`config.mk`:
```
export PLATFORM = sky130hd
export DESIGN_NAME = uart_axi_slave
export DESIGN_NICKNAME = d
export VERILOG_FILES = /design/src/rtl/uart_axi_slave_pkg.sv /design/src/rtl/uart_axi_slave_fifo.sv /design/src/rtl/uart_axi_slave.sv
export SDC_FILE = /design/constraint.sdc
export NUM_CORES = 1
export LEC_CHECK = 0
export ABC_AREA = 1
export BUFFER_PORTS_ARGS = -buffer_cell sky130_fd_sc_hd__buf_2
export CELL_PAD_IN_SITES_DETAIL_PLACEMENT = 1
export CELL_PAD_IN_SITES_GLOBAL_PLACEMENT = 2
export CORE_MARGIN = 3
export CORE_UTILIZATION = 30
export CTS_CLUSTER_SIZE = 24
export DETAILED_ROUTE_END_ITERATION = 8
export PLACE_DENSITY_LB_ADDON = 0.12
export SLEW_MARGIN = 10
export SYNTH_ARGS = -nofsm -noshare
export SYNTH_HDL_FRONTEND = slang
export SYNTH_SLANG_ARGS = --single-unit
```
`constraint.sdc`:
```
create_clock -name clk -period 4.72 [get_ports clk]
set_input_delay 0.236 -clock clk [delete_from_list [all_inputs] [get_ports clk]]
set_output_delay 0.236 -clock clk [all_outputs]
set_load 0.005 [all_outputs]
```
`src/rtl/uart_axi_slave_pkg.sv`:
```
// Shared constants and state types for the UART AXI4-Lite responder.
package uart_axi_slave_pkg;

  localparam logic [1:0] RESP_OKAY   = 2'b00;
  localparam logic [1:0] RESP_SLVERR = 2'b10;

  // Register select, taken from address bits [3:2]
  localparam logic [1:0] REG_RX_DATA = 2'd0;
  localparam logic [1:0] REG_TX_DATA = 2'd1;
  localparam logic [1:0] REG_STAT    = 2'd2;
  localparam logic [1:0] REG_CTRL    = 2'd3;

  localparam int STAT_RX_NONEMPTY = 0;
  localparam int STAT_RX_FULL     = 1;
  localparam int STAT_TX_EMPTY    = 2;
  localparam int STAT_TX_FULL     = 3;
  localparam int STAT_OVERRUN     = 5;

  typedef enum logic {R_IDLE, R_RESP} rd_state_e;
  typedef enum logic {W_IDLE, W_RESP} wr_state_e;

  function automatic logic [1:0] reg_sel(input logic [31:0] addr);
    return addr[3:2];
  endfunction

endpackage

```
`src/rtl/uart_axi_slave_fifo.sv`:
```
// 8-bit synchronous FIFO with flush; a push into a full FIFO is accepted
// only when a pop frees the slot in the same cycle.
module uart_byte_fifo #(
  parameter int DEPTH = 16
) (
  input  logic                     clk,
  input  logic                     rst,
  input  logic                     push_i,
  input  logic [7:0]               din_i,
  input  logic                     pop_i,
  input  logic                     flush_i,
  output logic [7:0]               dout_o,
  output logic                     full_o,
  output logic                     empty_o,
  output logic [$clog2(DEPTH):0]   count_o
);

  localparam int PW = $clog2(DEPTH);
  localparam logic [PW:0] FULL_CNT = (PW+1)'(DEPTH);

  logic [7:0]    mem_q [DEPTH];
  logic [PW-1:0] wr_ptr_q, rd_ptr_q;
  logic [PW:0]   count_q;
  logic          do_push, do_pop;

  assign do_pop  = pop_i & (count_q != '0);
  assign do_push = push_i & ((count_q != FULL_CNT) | do_pop);

  always_ff @(posedge clk or posedge rst) begin
    if (rst) begin
      wr_ptr_q <= '0;
      rd_ptr_q <= '0;
      count_q  <= '0;
    end else if (flush_i) begin
      wr_ptr_q <= '0;
      rd_ptr_q <= '0;
      count_q  <= '0;
    end else begin
      if (do_push) wr_ptr_q <= wr_ptr_q + PW'(1);
      if (do_pop)  rd_ptr_q <= rd_ptr_q + PW'(1);
      if (do_push && !do_pop)      count_q <= count_q + (PW+1)'(1);
      else if (do_pop && !do_push) count_q <= count_q - (PW+1)'(1);
    end
  end

  always_ff @(posedge clk) begin
    if (do_push && !flush_i) mem_q[wr_ptr_q] <= din_i;
  end

  assign dout_o  = mem_q[rd_ptr_q];
  assign full_o  = (count_q == FULL_CNT);
  assign empty_o = (count_q == '0);
  assign count_o = count_q;

endmodule

```
`src/rtl/uart_axi_slave.sv`:
```
// AXI4-Lite responder exposing the UART RX/TX byte FIFOs as four registers:
// RX_DATA (ro), TX_DATA (wo), STAT (ro), CTRL (wo).
module uart_axi_slave
  import uart_axi_slave_pkg::*;
#(
  parameter int FIFO_DEPTH = 16
) (
  input  logic        clk,
  input  logic        rst,
  input  logic [31:0] axi_araddr,
  input  logic        axi_arvalid,
  output logic        axi_arready,
  input  logic [2:0]  axi_arprot,
  output logic [31:0] axi_rdata,
  output logic [1:0]  axi_rresp,
  output logic        axi_rvalid,
  input  logic        axi_rready,
  input  logic [31:0] axi_awaddr,
  input  logic        axi_awvalid,
  output logic        axi_awready,
  input  logic [2:0]  axi_awprot,
  input  logic [31:0] axi_wdata,
  input  logic [3:0]  axi_wstrb,
  input  logic        axi_wvalid,
  output logic        axi_wready,
  output logic [1:0]  axi_bresp,
  output logic        axi_bvalid,
  input  logic        axi_bready,
  input  logic [7:0]  rx_data,
  input  logic        rx_valid,
  output logic [7:0]  tx_data,
  output logic        tx_valid,
  input  logic        tx_ready
);

  localparam int CW = $clog2(FIFO_DEPTH) + 1;

  rd_state_e   r_state_q;
  logic        arready_q, rvalid_q;
  logic [31:0] rdata_q, rdata_d;
  logic [1:0]  rresp_q, rresp_d;

  wr_state_e   w_state_q;
  logic        awready_q, wready_q, bvalid_q;
  logic [1:0]  bresp_q, bresp_d;
  logic        aw_got_q, w_got_q;
  logic [1:0]  awsel_q;
  logic [7:0]  wbyte_q;
  logic        wstrb0_q;

  logic        overrun_q;

  logic        rx_full, rx_empty, tx_full, tx_empty;
  logic [7:0]  rx_head;
  logic [CW-1:0] rx_count, tx_count;

  logic        ar_hs, aw_hs, w_hs, have_aw, have_w, do_write;
  logic [1:0]  rd_sel, wr_sel;
  logic [7:0]  wr_byte;
  logic        wr_strb0;
  logic        rx_pop, rx_push, rx_drop, rx_flush, tx_push, tx_pop, tx_flush, stat_rd;
  logic [31:0] stat_word;

  logic unused_ok;
  assign unused_ok = ^{axi_arprot, axi_awprot, axi_araddr[31:4], axi_araddr[1:0],
                       axi_awaddr[31:4], axi_awaddr[1:0], axi_wdata[31:8],
                       axi_wstrb[3:1], rx_count, tx_count};

  // Read channel
  assign ar_hs   = arready_q & axi_arvalid;
  assign rd_sel  = reg_sel(axi_araddr);
  assign rx_pop  = ar_hs & (rd_sel == REG_RX_DATA) & !rx_empty;
  assign stat_rd = ar_hs & (rd_sel == REG_STAT);

  always_comb begin
    stat_word                   = '0;
    stat_word[STAT_RX_NONEMPTY] = !rx_empty;
    stat_word[STAT_RX_FULL]     = rx_full;
    stat_word[STAT_TX_EMPTY]    = tx_empty;
    stat_word[STAT_TX_FULL]     = tx_full;
    stat_word[STAT_OVERRUN]     = overrun_q;
    rdata_d = '0;
    rresp_d = RESP_OKAY;
    case (rd_sel)
      REG_RX_DATA: rdata_d = rx_empty ? 32'h0 : {24'h0, rx_head};
      REG_STAT:    rdata_d = stat_word;
      default:     rresp_d = RESP_SLVERR;
    endcase
  end

  always_ff @(posedge clk or posedge rst) begin
    if (rst) begin
      r_state_q <= R_IDLE;
      arready_q <= 1'b0;
      rvalid_q  <= 1'b0;
      rdata_q   <= '0;
      rresp_q   <= RESP_OKAY;
    end else begin
      case (r_state_q)
        R_IDLE: begin
          if (ar_hs) begin
            r_state_q <= R_RESP;
            arready_q <= 1'b0;
            rvalid_q  <= 1'b1;
            rdata_q   <= rdata_d;
            rresp_q   <= rresp_d;
          end else begin
            arready_q <= 1'b1;
          end
        end
        R_RESP: begin
          if (axi_rready) begin
            r_state_q <= R_IDLE;
            rvalid_q  <= 1'b0;
            arready_q <= 1'b1;
          end
        end
      endcase
    end
  end

  // Write channel: AW and W captured independently, the write fires in the
  // cycle the second of the two arrives.
  assign aw_hs    = awready_q & axi_awvalid;
  assign w_hs     = wready_q & axi_wvalid;
  assign have_aw  = aw_got_q | aw_hs;
  assign have_w   = w_got_q | w_hs;
  assign do_write = (w_state_q == W_IDLE) & have_aw & have_w;
  assign wr_sel   = aw_got_q ? awsel_q : reg_sel(axi_awaddr);
  assign wr_byte  = w_got_q ? wbyte_q : axi_wdata[7:0];
  assign wr_strb0 = w_got_q ? wstrb0_q : axi_wstrb[0];
  assign bresp_d  = (wr_sel == REG_TX_DATA || wr_sel == REG_CTRL) ? RESP_OKAY : RESP_SLVERR;

  always_ff @(posedge clk or posedge rst) begin
    if (rst) begin
      w_state_q <= W_IDLE;
      awready_q <= 1'b0;
      wready_q  <= 1'b0;
      bvalid_q  <= 1'b0;
      bresp_q   <= RESP_OKAY;
      aw_got_q  <= 1'b0;
      w_got_q   <= 1'b0;
      awsel_q   <= '0;
      wbyte_q   <= '0;
      wstrb0_q  <= 1'b0;
    end else begin
      case (w_state_q)
        W_IDLE: begin
          if (do_write) begin
            w_state_q <= W_RESP;
            awready_q <= 1'b0;
            wready_q  <= 1'b0;
            aw_got_q  <= 1'b0;
            w_got_q   <= 1'b0;
            bvalid_q  <= 1'b1;
            bresp_q   <= bresp_d;
          end else begin
            if (aw_hs) begin
              aw_got_q <= 1'b1;
              awsel_q  <= reg_sel(axi_awaddr);
            end
            if (w_hs) begin
              w_got_q  <= 1'b1;
              wbyte_q  <= axi_wdata[7:0];
              wstrb0_q <= axi_wstrb[0];
            end
            awready_q <= !have_aw;
            wready_q  <= !have_w;
          end
        end
        W_RESP: begin
          if (axi_bready) begin
            w_state_q <= W_IDLE;
            bvalid_q  <= 1'b0;
            awready_q <= 1'b1;
            wready_q  <= 1'b1;
          end
        end
      endcase
    end
  end

  // FIFO control
  assign tx_push  = do_write & (wr_sel == REG_TX_DATA) & wr_strb0;
  assign tx_flush = do_write & (wr_sel == REG_CTRL) & wr_byte[0];
  assign rx_flush = do_write & (wr_sel == REG_CTRL) & wr_byte[1];
  assign tx_pop   = !tx_empty & tx_ready;
  assign rx_push  = rx_valid;
  assign rx_drop  = rx_valid & rx_full & !rx_pop;

  // A new overrun wins over a STAT read clearing it in the same cycle.
  always_ff @(posedge clk or posedge rst) begin
    if (rst)           overrun_q <= 1'b0;
    else if (rx_flush) overrun_q <= 1'b0;
    else if (rx_drop)  overrun_q <= 1'b1;
    else if (stat_rd)  overrun_q <= 1'b0;
  end

  uart_byte_fifo #(.DEPTH(FIFO_DEPTH)) u_rx_fifo (
    .clk     (clk),
    .rst     (rst),
    .push_i  (rx_push),
    .din_i   (rx_data),
    .pop_i   (rx_pop),
    .flush_i (rx_flush),
    .dout_o  (rx_head),
    .full_o  (rx_full),
    .empty_o (rx_empty),
    .count_o (rx_count)
  );

  uart_byte_fifo #(.DEPTH(FIFO_DEPTH)) u_tx_fifo (
    .clk     (clk),
    .rst     (rst),
    .push_i  (tx_push),
    .din_i   (wr_byte),
    .pop_i   (tx_pop),
    .flush_i (tx_flush),
    .dout_o  (tx_data),
    .full_o  (tx_full),
    .empty_o (tx_empty),
    .count_o (tx_count)
  );

  assign tx_valid    = !tx_empty;
  assign axi_arready = arready_q;
  assign axi_rvalid  = rvalid_q;
  assign axi_rdata   = rdata_q;
  assign axi_rresp   = rresp_q;
  assign axi_awready = awready_q;
  assign axi_wready  = wready_q;
  assign axi_bvalid  = bvalid_q;
  assign axi_bresp   = bresp_q;

endmodule

```
==> metrics.log, run 1 <==
INFO  metric die-area = roughly 0.048 sq mm
INFO  metric post_cts_resized = 0
INFO  metric static_power_due_to_leakage = approximately 6.1 nW
INFO  metric power = around 9.6 mW
INFO  metric totalNegativeSetupSlack = 0 ns
INFO  metric floorplan.io_pins = between 150 and 200
INFO  metric timing.critical_path.arrival = 2.87 ns
INFO  metric portion_of_synthesized_cell_area_occupied_by_the_leading_cell_type = 0.563
INFO  metric clkTransAtPathRegs = 0.05 ns
INFO  metric setup_violations = 0
INFO  metric post_synth.cell_area_avg = 11.5 sq um
INFO  metric comb_power_share = 0.305
INFO  metric setup_repair_after_global_routing_missed_its_margin = false
INFO  metric grtUsageTotal = 0.149
INFO  metric signed_area_change_from_the_synthesized_netlist_to_the_final_layout = 15.5%
INFO  metric finalCritPeriodShare = 0.659
INFO  metric floorplan.core_area = 0.0446 sq mm
INFO  metric cts_hold_buf = 15
INFO  metric crit_path_cell_trace = buf_4, mux2i_1, o21ai_0, o211ai_1, nand2_1, buf_2
INFO  metric min_from = axi_awvalid
INFO  metric grt_first_pass_wirelength = between 50 and 60 mm
INFO  metric setup_ws = 1.61 ns
INFO  metric cts_max_path_buffers = 3
INFO  metric h_tree_level_count = 2
INFO  metric timing.setup.critical_path_class = reg2out
INFO  metric outcome = finished, final reports clean
INFO  metric clk_skew = ~0.017 ns
INFO  metric non_filler_cells_in_the_finished_layout = approximately 1900
INFO  metric clkSinkCount = about 310
INFO  metric cts-buffers-inserted = 38
INFO  metric hold_viol_final = 0
INFO  metric start_util = 0.306
INFO  metric cp.buffers_inverters = 2
INFO  metric powerDensity = around 610 mW/mm^2
INFO  metric hold-worst-slack = 0.102 ns
INFO  metric maximum_number_of_pins_on_one_net_before_global_route_repair = 77
INFO  metric post-place-ws = 1.66 ns
INFO  metric clock.fmax = around 320 MHz
INFO  metric yosys.cell_count.top_type = sky130_fd_sc_hd__edfxtp_1
INFO  metric drv_slew = 0
INFO  metric route.final.wire_length = between 30 and 40 mm
INFO  metric cell_internal_pwr = approximately 6.1 mW
INFO  metric setup.worst_path.end_class = output pin
INFO  metric max-cap-violations = 0
INFO  metric first_iteration_detailed_routing_drc_count = 426
INFO  metric grt_pass1_vias = just over 9000
INFO  metric max-vdd-ir-drop = approximately 0.24 mV
INFO  metric netlist_top_cells_area = sky130_fd_sc_hd__edfxtp_1 (56%), sky130_fd_sc_hd__dfrtp_1 (10%), sky130_fd_sc_hd__nand2_1 (6.0%), sky130_fd_sc_hd__o21ai_0 (4.1%), sky130_fd_sc_hd__nor2_1 (2.8%)
INFO  metric netlist.top_cell.by_area = sky130_fd_sc_hd__edfxtp_1
INFO  metric synth_commonest_cells = sky130_fd_sc_hd__edfxtp_1 (256), sky130_fd_sc_hd__nand2_1 (218), sky130_fd_sc_hd__o21ai_0 (113)
INFO  metric cts_post_setup_buffers_inserted = 0
INFO  metric worst_path_largest_cell_delay = 1.04 ns
INFO  metric most_used_dff_post_synth = sky130_fd_sc_hd__edfxtp_1
INFO  metric whs_endpoint = aw_got_q
INFO  metric antenna-diode-count = 0
INFO  metric place.gp.congestion = 0.726
INFO  metric swShare = 0.369
INFO  metric regToRegStartpoint = w_got_q
INFO  metric post-route-min-period = 3.11 ns
INFO  metric layout.nets = 1403
INFO  metric syn_std_cell_area = about 0.014 sq mm
INFO  metric hold_class = in2reg
INFO  metric cp_max_fo = 76
INFO  metric worstSkewPairLatency = between 0.5 and 0.6 ns
INFO  metric die_y = 219 microns
INFO  metric slew_headroom = 0.207
INFO  metric synth-seq-cells = between 300 and 400
INFO  metric drt-wirelength-per-cell = roughly 19 microns
INFO  metric std_cell_rows = 77
INFO  metric synthDistinctLibCells = 39
INFO  metric ff2ff_path_depth = 4
INFO  metric post_synth_edffs = 256
INFO  metric cp_top_family = flip-flops
INFO  metric synth-async-reset-ratio = 0.182
INFO  metric cp_data_required_time = 4.48 ns
INFO  metric fraction_of_layout_instances_using_a_drive_strength_above_1 = 0.116
INFO  metric setup.worst_path.start = u_tx_fifo.rd_ptr_q[0]
INFO  metric sequential_element_share_of_the_synthesized_area = 0.668
INFO  metric minimum_setup_slack_among_reg_to_reg_paths = around 1.7 ns
INFO  metric holdPathStages = 3
INFO  metric seq_power_share = 0.402
INFO  metric synth_cells = approximately 1200
INFO  metric timing.critical_path.slowest_stage_cell = sky130_fd_sc_hd__dfrtp_4
INFO  metric crit_path_start_kind = flip-flop
INFO  metric fp.dieW = approximately 220 microns
INFO  metric cts_tree = built
INFO  metric port_buffers = between 50 and 60
INFO  metric detailroute.via_count = about 8700
INFO  metric post-route-drc-count = 0
INFO  metric global_route.overflow_total = 0
INFO  metric viasPerCell = ~4.6
INFO  metric net-switching-power = ~3.6 mW
INFO  metric cts-root-buf = sky130_fd_sc_hd__clkbuf_16
INFO  metric place.detailed.instances = 1798
INFO  metric pin_slew_with_the_least_headroom_to_its_limit = approximately 1.2 ns
INFO  metric dp_hpwl = 22.6 mm
INFO  metric r2r_end = u_rx_fifo.mem_q[9][3]
INFO  metric postRouteAntennaNets = 0
INFO  metric antenna_violations_before_repair = 0
INFO  metric synthesis.yosys.warnings = 0
INFO  metric clockPowerShare = 0.293
INFO  metric dr.pass1.iters = 4
## power by group through the flow
stage	Sequential [mW]	Clock (mW)	Combinational [mW]
2_1_floorplan	3.67	0	2.15
3_3_place_gp	3.93	0	2.99
3_5_place_dp	3.95	0	3.03
4_1_cts	3.89	2.92	3.05
5_1_grt	3.96	3.02	3.38
6_report	3.88	2.83	2.94
## flip-flops by register name, indices dropped and copies added (netlist names), 2 cells and up
signal	flops
axi_rdata	8
u_rx_fifo.mem_q	128
u_rx_fifo.count_o	5
wbyte_q	8
u_rx_fifo.rd_ptr_q	4
u_tx_fifo.rd_ptr_q	4
u_tx_fifo.count_o	5
u_tx_fifo.wr_ptr_q	4
u_tx_fifo.mem_q	128
awsel_q	2
u_rx_fifo.wr_ptr_q	4
## routing by layer
layer | wire, microns | part of all wire | global-route usage | up-vias
li1 | - | - | - | 4247
met1 | 16700 | 0.47 | 0.201 | 4353
met2 | 16800 | 0.47 | 0.246 | 87
met3 | 936 | 0.026 | 0.0263 | 58
met4 | 983 | 0.028 | 0.0460 | 0
met5 | 0 | 0 | 0 | -
## final cells by class
cell class	instances	area (sq um)
fill	4849	28800
sequential	313	9120
multi-input combinational	725	3820
clock buffer	55	1060
tap	592	741
timing repair buffer	80	505
inverter	103	387
clock inverter	14	134
## stage by stage
stage / area, sq um / util
2_1_floorplan: 13700 / -
3_3_place_gp: 14400 / 0.323
3_5_place_dp: 14400 / 0.323
4_1_cts: 15800 / 0.353
5_1_grt: 15800 / 0.353
6_report: 15800 / 0.353
## how the worst max path moves through the flow
| stage | end | cells past startpoint |
|---|---|---|
| 2_1_floorplan | u_rx_fifo.count_o[4] | 15 |
| 3_3_place_gp | u_rx_fifo.mem_q[8][2] | 4 |
| 3_5_place_dp | u_rx_fifo.mem_q[9][2] | 4 |
| 4_1_cts | tx_data[4] | 6 |
| 5_1_grt | tx_data[4] | 7 |
| 6_report | tx_data[4] | 6 |
## worst reg2reg max path, cell delays in order, from the launching register on
cell and delay (ns):
sky130_fd_sc_hd__dfrtp_1 0.69, sky130_fd_sc_hd__o21ai_1 0.52, sky130_fd_sc_hd__nand2_1 0.47, sky130_fd_sc_hd__nand3_2 0.23
sky130_fd_sc_hd__nor2_1 0.71
## layout by cell type (no fill, tap or decap), types with 4 or more instances in the layout
master                            n
sky130_fd_sc_hd__nand3_1         51
sky130_fd_sc_hd__nor2_2           6
sky130_fd_sc_hd__conb_1          26
sky130_fd_sc_hd__nand4_1         14
sky130_fd_sc_hd__nand2_1        218
sky130_fd_sc_hd__xor2_1           8
sky130_fd_sc_hd__clkbuf_1        14
sky130_fd_sc_hd__clkinv_1         7
sky130_fd_sc_hd__o21ai_0        105
sky130_fd_sc_hd__inv_1           93
sky130_fd_sc_hd__mux2i_1         32
sky130_fd_sc_hd__dlygate4sd3_1   15
sky130_fd_sc_hd__inv_2            7
sky130_fd_sc_hd__o221ai_1         4
sky130_fd_sc_hd__o211ai_1        47
sky130_fd_sc_hd__buf_4           12
sky130_fd_sc_hd__ha_1            17
sky130_fd_sc_hd__a21oi_1         51
sky130_fd_sc_hd__edfxtp_1       256
sky130_fd_sc_hd__nand2_2          5
sky130_fd_sc_hd__nor2_1         100
sky130_fd_sc_hd__clkinv_2         6
sky130_fd_sc_hd__nand3_2          9
sky130_fd_sc_hd__buf_2           53
sky130_fd_sc_hd__o21ai_1         11
sky130_fd_sc_hd__clkbuf_16       39
sky130_fd_sc_hd__dfrtp_1         55
sky130_fd_sc_hd__nor3_1           4
## cells by family after synthesis
| logic type | Yosys count | synth area share |
|---|---|---|
| and+or+nand+nor | 412 | 0.129 |
| DFF | 313 | 0.668 |
| AOI/OAI and AO/OA | 228 | 0.0970 |
| buffers and inverters | 176 | 0.0590 |
| muxes | 32 | 0.0235 |
| adders and majority gates | 19 | 0.0185 |
| xor gates and xnor gates | 8 | 0.00513 |
| other | 1 | 0.000275 |
(Power assumes the default switching activity.)
==> inputs of run 2 (changes only) <==
Clock period 4.72 ns to 3.2 ns, I/O delays scaled along.
==> metrics.log, run 2 (synthesis results as in run 1) <==
INFO  metric outcome = finished, final reports clean
INFO  metric crit_path_cell_trace = buf_12, mux2i_1, o211ai_1, nand3_1, nand2_1, buf_2
INFO  metric ff2ff_path_depth = 15
INFO  metric mostFrequentLayoutCell = sky130_fd_sc_hd__edfxtp_1
INFO  metric cts-root-buf = sky130_fd_sc_hd__clkbuf_16
INFO  metric setup.worst_path.start = u_tx_fifo.rd_ptr_q[0]
INFO  metric signed_area_change_from_the_synthesized_netlist_to_the_final_layout = 18.1%
INFO  metric clk_skew = around 0.017 ns
INFO  metric cp_data_required_time = approximately 3.0 ns
INFO  metric non_filler_cells_in_the_finished_layout = about 1900
INFO  metric timing.setup.critical_path_class = reg2out
INFO  metric max-cap-violations = 0
INFO  metric cts_post_setup_buffers_inserted = 0
INFO  metric port_buffers = 53
INFO  metric cts-buffers-inserted = 38
INFO  metric grt_first_pass_wirelength = 55.3 mm
INFO  metric path_depth = 6
INFO  metric cts_hold_buf = 20
INFO  metric detailed_place.area = roughly 0.015 sq mm
INFO  metric cts_max_path_buffers = 3
INFO  metric first_iteration_detailed_routing_drc_count = between 400 and 500
INFO  metric layout.core_utilization = 0.361
INFO  metric largest_registers = u_rx_fifo.mem_q: 128 flops, u_tx_fifo.mem_q: 128 flops
INFO  metric cell_internal_pwr = roughly 9.0 mW
INFO  metric postRouteAntennaNets = 0
INFO  metric worstSkewPairLatency = roughly 0.54 ns
INFO  metric grt.met2_usage = 0.261
INFO  metric die_y = between 200 and 250 microns
INFO  metric slew_headroom = 0.458
INFO  metric antenna-diode-count = 0
INFO  metric cp_max_fo = 64
INFO  metric layout_common_cells = sky130_fd_sc_hd__edfxtp_1 (256), sky130_fd_sc_hd__nand2_1 (218), sky130_fd_sc_hd__o21ai_0 (105), sky130_fd_sc_hd__nor2_1 (100), sky130_fd_sc_hd__inv_1 (93)
INFO  metric post-place-ws = slightly above 0.6 ns
INFO  metric net-switching-power = about 5.2 mW
INFO  metric dr.pass1.iters = 4
INFO  metric std_cell_rows = a little under 80
INFO  metric totalNegativeSetupSlack = 0 ns
INFO  metric route.final.wire_length = roughly 36 mm
INFO  metric grt.met3_usage = 0.0253
INFO  metric timing.critical_path.arrival = approximately 2.6 ns
INFO  metric seq_power_share = 0.396
INFO  metric floorplan.core_area = 0.0446 sq mm
INFO  metric setup.worst_path.end_class = output pin
INFO  metric holdPathStages = 1
INFO  metric h_tree_level_count = 2
INFO  metric design_area = approximately 0.016 sq mm
INFO  metric powerDensity = 882 mW/mm^2
INFO  metric floorplan.io_pins = 173
INFO  metric die-area = 0.0481 sq mm
INFO  metric hold_class = in2reg
INFO  metric finalCritPeriodShare = 0.869
INFO  metric fraction_of_layout_instances_using_a_drive_strength_above_1 = 0.142
INFO  metric antenna_violations_before_repair = 0
INFO  metric gr-usage-met1 = 0.195
INFO  metric grt_max_usage_layer = met2
INFO  metric setup_repair_after_global_routing_missed_its_margin = false
INFO  metric maximum_number_of_pins_on_one_net_before_global_route_repair = 75
INFO  metric clkTransAtPathRegs = around 0.060 ns
INFO  metric place.detailed.instances = 1843
INFO  metric swShare = 0.368
INFO  metric cts_tree = built
INFO  metric global_route.overflow_total = 0
INFO  metric drv_slew = 0
INFO  metric clockPowerShare = 0.277
INFO  metric detailroute.via_count = 8903
INFO  metric place.gp.congestion = approximately 0.73
INFO  metric crit_path_start_kind = flip-flop
INFO  metric viasPerCell = 4.62
INFO  metric grtUsageTotal = 0.151
INFO  metric max-vdd-ir-drop = around 0.47 mV
INFO  metric clkSinkCount = approximately 310
INFO  metric setup_ws = approximately 0.42 ns
INFO  metric post-route-min-period = between 2 and 3 ns
INFO  metric r2r_end = u_rx_fifo.count_o[4]
INFO  metric static_power_due_to_leakage = approximately 6.4 nW
INFO  metric fp.dieW = 219 microns
INFO  metric grt_pass1_vias = 9414
INFO  metric regToRegStartpoint = u_rx_fifo.count_o[0]
INFO  metric cp_top_family = flip-flops
INFO  metric cp.buffers_inverters = 2
INFO  metric pin_slew_with_the_least_headroom_to_its_limit = 0.813 ns
INFO  metric nFillCells = between 4000 and 5000
INFO  metric drt-wirelength-per-cell = 18.4 microns
INFO  metric post_cts_resized = 0
INFO  metric dp_hpwl = 23.2 mm
INFO  metric worst_path_largest_cell_delay = between 0.9 and 1 ns
INFO  metric timing.critical_path.slowest_stage_cell = sky130_fd_sc_hd__dfrtp_4
INFO  metric setup_violations = 0
INFO  metric start_util = 0.306
INFO  metric whs_endpoint = u_rx_fifo.mem_q[9][0]
INFO  metric minimum_setup_slack_among_reg_to_reg_paths = ~0.63 ns
INFO  metric post-route-drc-count = 0
INFO  metric min_from = rx_data[0]
INFO  metric hold_viol_final = 0
INFO  metric clock.fmax = around 360 MHz
INFO  metric comb_power_share = 0.326
INFO  metric layout.nets = between 1000 and 1500
run 2: changes by cell type in the layout (fill, tap and decap cells not counted):
| cell | change |
|---|---|
| sky130_fd_sc_hd__buf_4 | +42 |
| sky130_fd_sc_hd__dlygate4sd3_1 | +5 |
| sky130_fd_sc_hd__buf_12 | +3 |
| sky130_fd_sc_hd__clkbuf_8 | -2 |
| sky130_fd_sc_hd__clkinv_1 | +2 |
| sky130_fd_sc_hd__bufinv_16 | -1 |
| sky130_fd_sc_hd__clkinv_2 | -1 |
| sky130_fd_sc_hd__inv_16 | -1 |
run 2: final cells by class:
cell class	instances	area, sq um	share of cell area
clock buffer	53	1030	0.0638
clock inverter	13	86.3	0.00536
inverter	103	387	0.0240
multi-input combinational	725	3820	0.237
sequential	313	9120	0.566
tap	592	741	0.0460
timing repair buffer	130	931	0.0578
run 2: how the worst max path moves through the flow:
stage                                      end  slack (ns)
after detailed placement  u_rx_fifo.count_o[4]        0.62
after global routing                tx_data[2]        0.23
after floorplan           u_rx_fifo.count_o[4]        0.99
final                               tx_data[6]        0.42
after CTS                           tx_data[2]        0.37
after global placement    u_rx_fifo.count_o[4]        0.58
run 2: worst reg2reg max path, stage by stage, from the launching register on:
cell and delay, ns:
sky130_fd_sc_hd__dfrtp_1 0.45, sky130_fd_sc_hd__nor2_1 0.18, sky130_fd_sc_hd__nand4_1 0.12, sky130_fd_sc_hd__nand2_1 0.12
sky130_fd_sc_hd__inv_2 0.07, sky130_fd_sc_hd__nand2_4 0.12, sky130_fd_sc_hd__nand3_2 0.26, sky130_fd_sc_hd__fa_1 0.51
sky130_fd_sc_hd__nand3_1 0.10, sky130_fd_sc_hd__nand2_1 0.07, sky130_fd_sc_hd__xor2_1 0.18, sky130_fd_sc_hd__inv_1 0.06
sky130_fd_sc_hd__nand2_1 0.06, sky130_fd_sc_hd__nand2_1 0.06, sky130_fd_sc_hd__nand2_1 0.06, sky130_fd_sc_hd__nand2_1 0.04
run 2: layer usage:
layer / part of all wire / vias up
met5: 0 / -
met4: 0.021 / 0
met3: 0.031 / 51
met2: 0.50 / 83
met1: 0.45 / 4426
li1: - / 4343
run 2: metrics by stage:
stage	hold WS (ns)	power, mW
floorplan	0.259	8.59
global placement	0.141	10.4
detailed placement	0.139	10.5
CTS	0.00160	14.5
global route	0.0209	15.3
finish	0.0293	14.2
run 2: power by group through the flow:
stage               sequential, mW  combinational [mW]  clock (mW)
global placement              5.72                4.68           0
detailed placement            5.73                4.76           0
global route                  5.74                5.30        4.28
finish                        5.64                4.64        3.94
floorplan                     5.42                3.17           0
CTS                           5.65                4.79        4.10
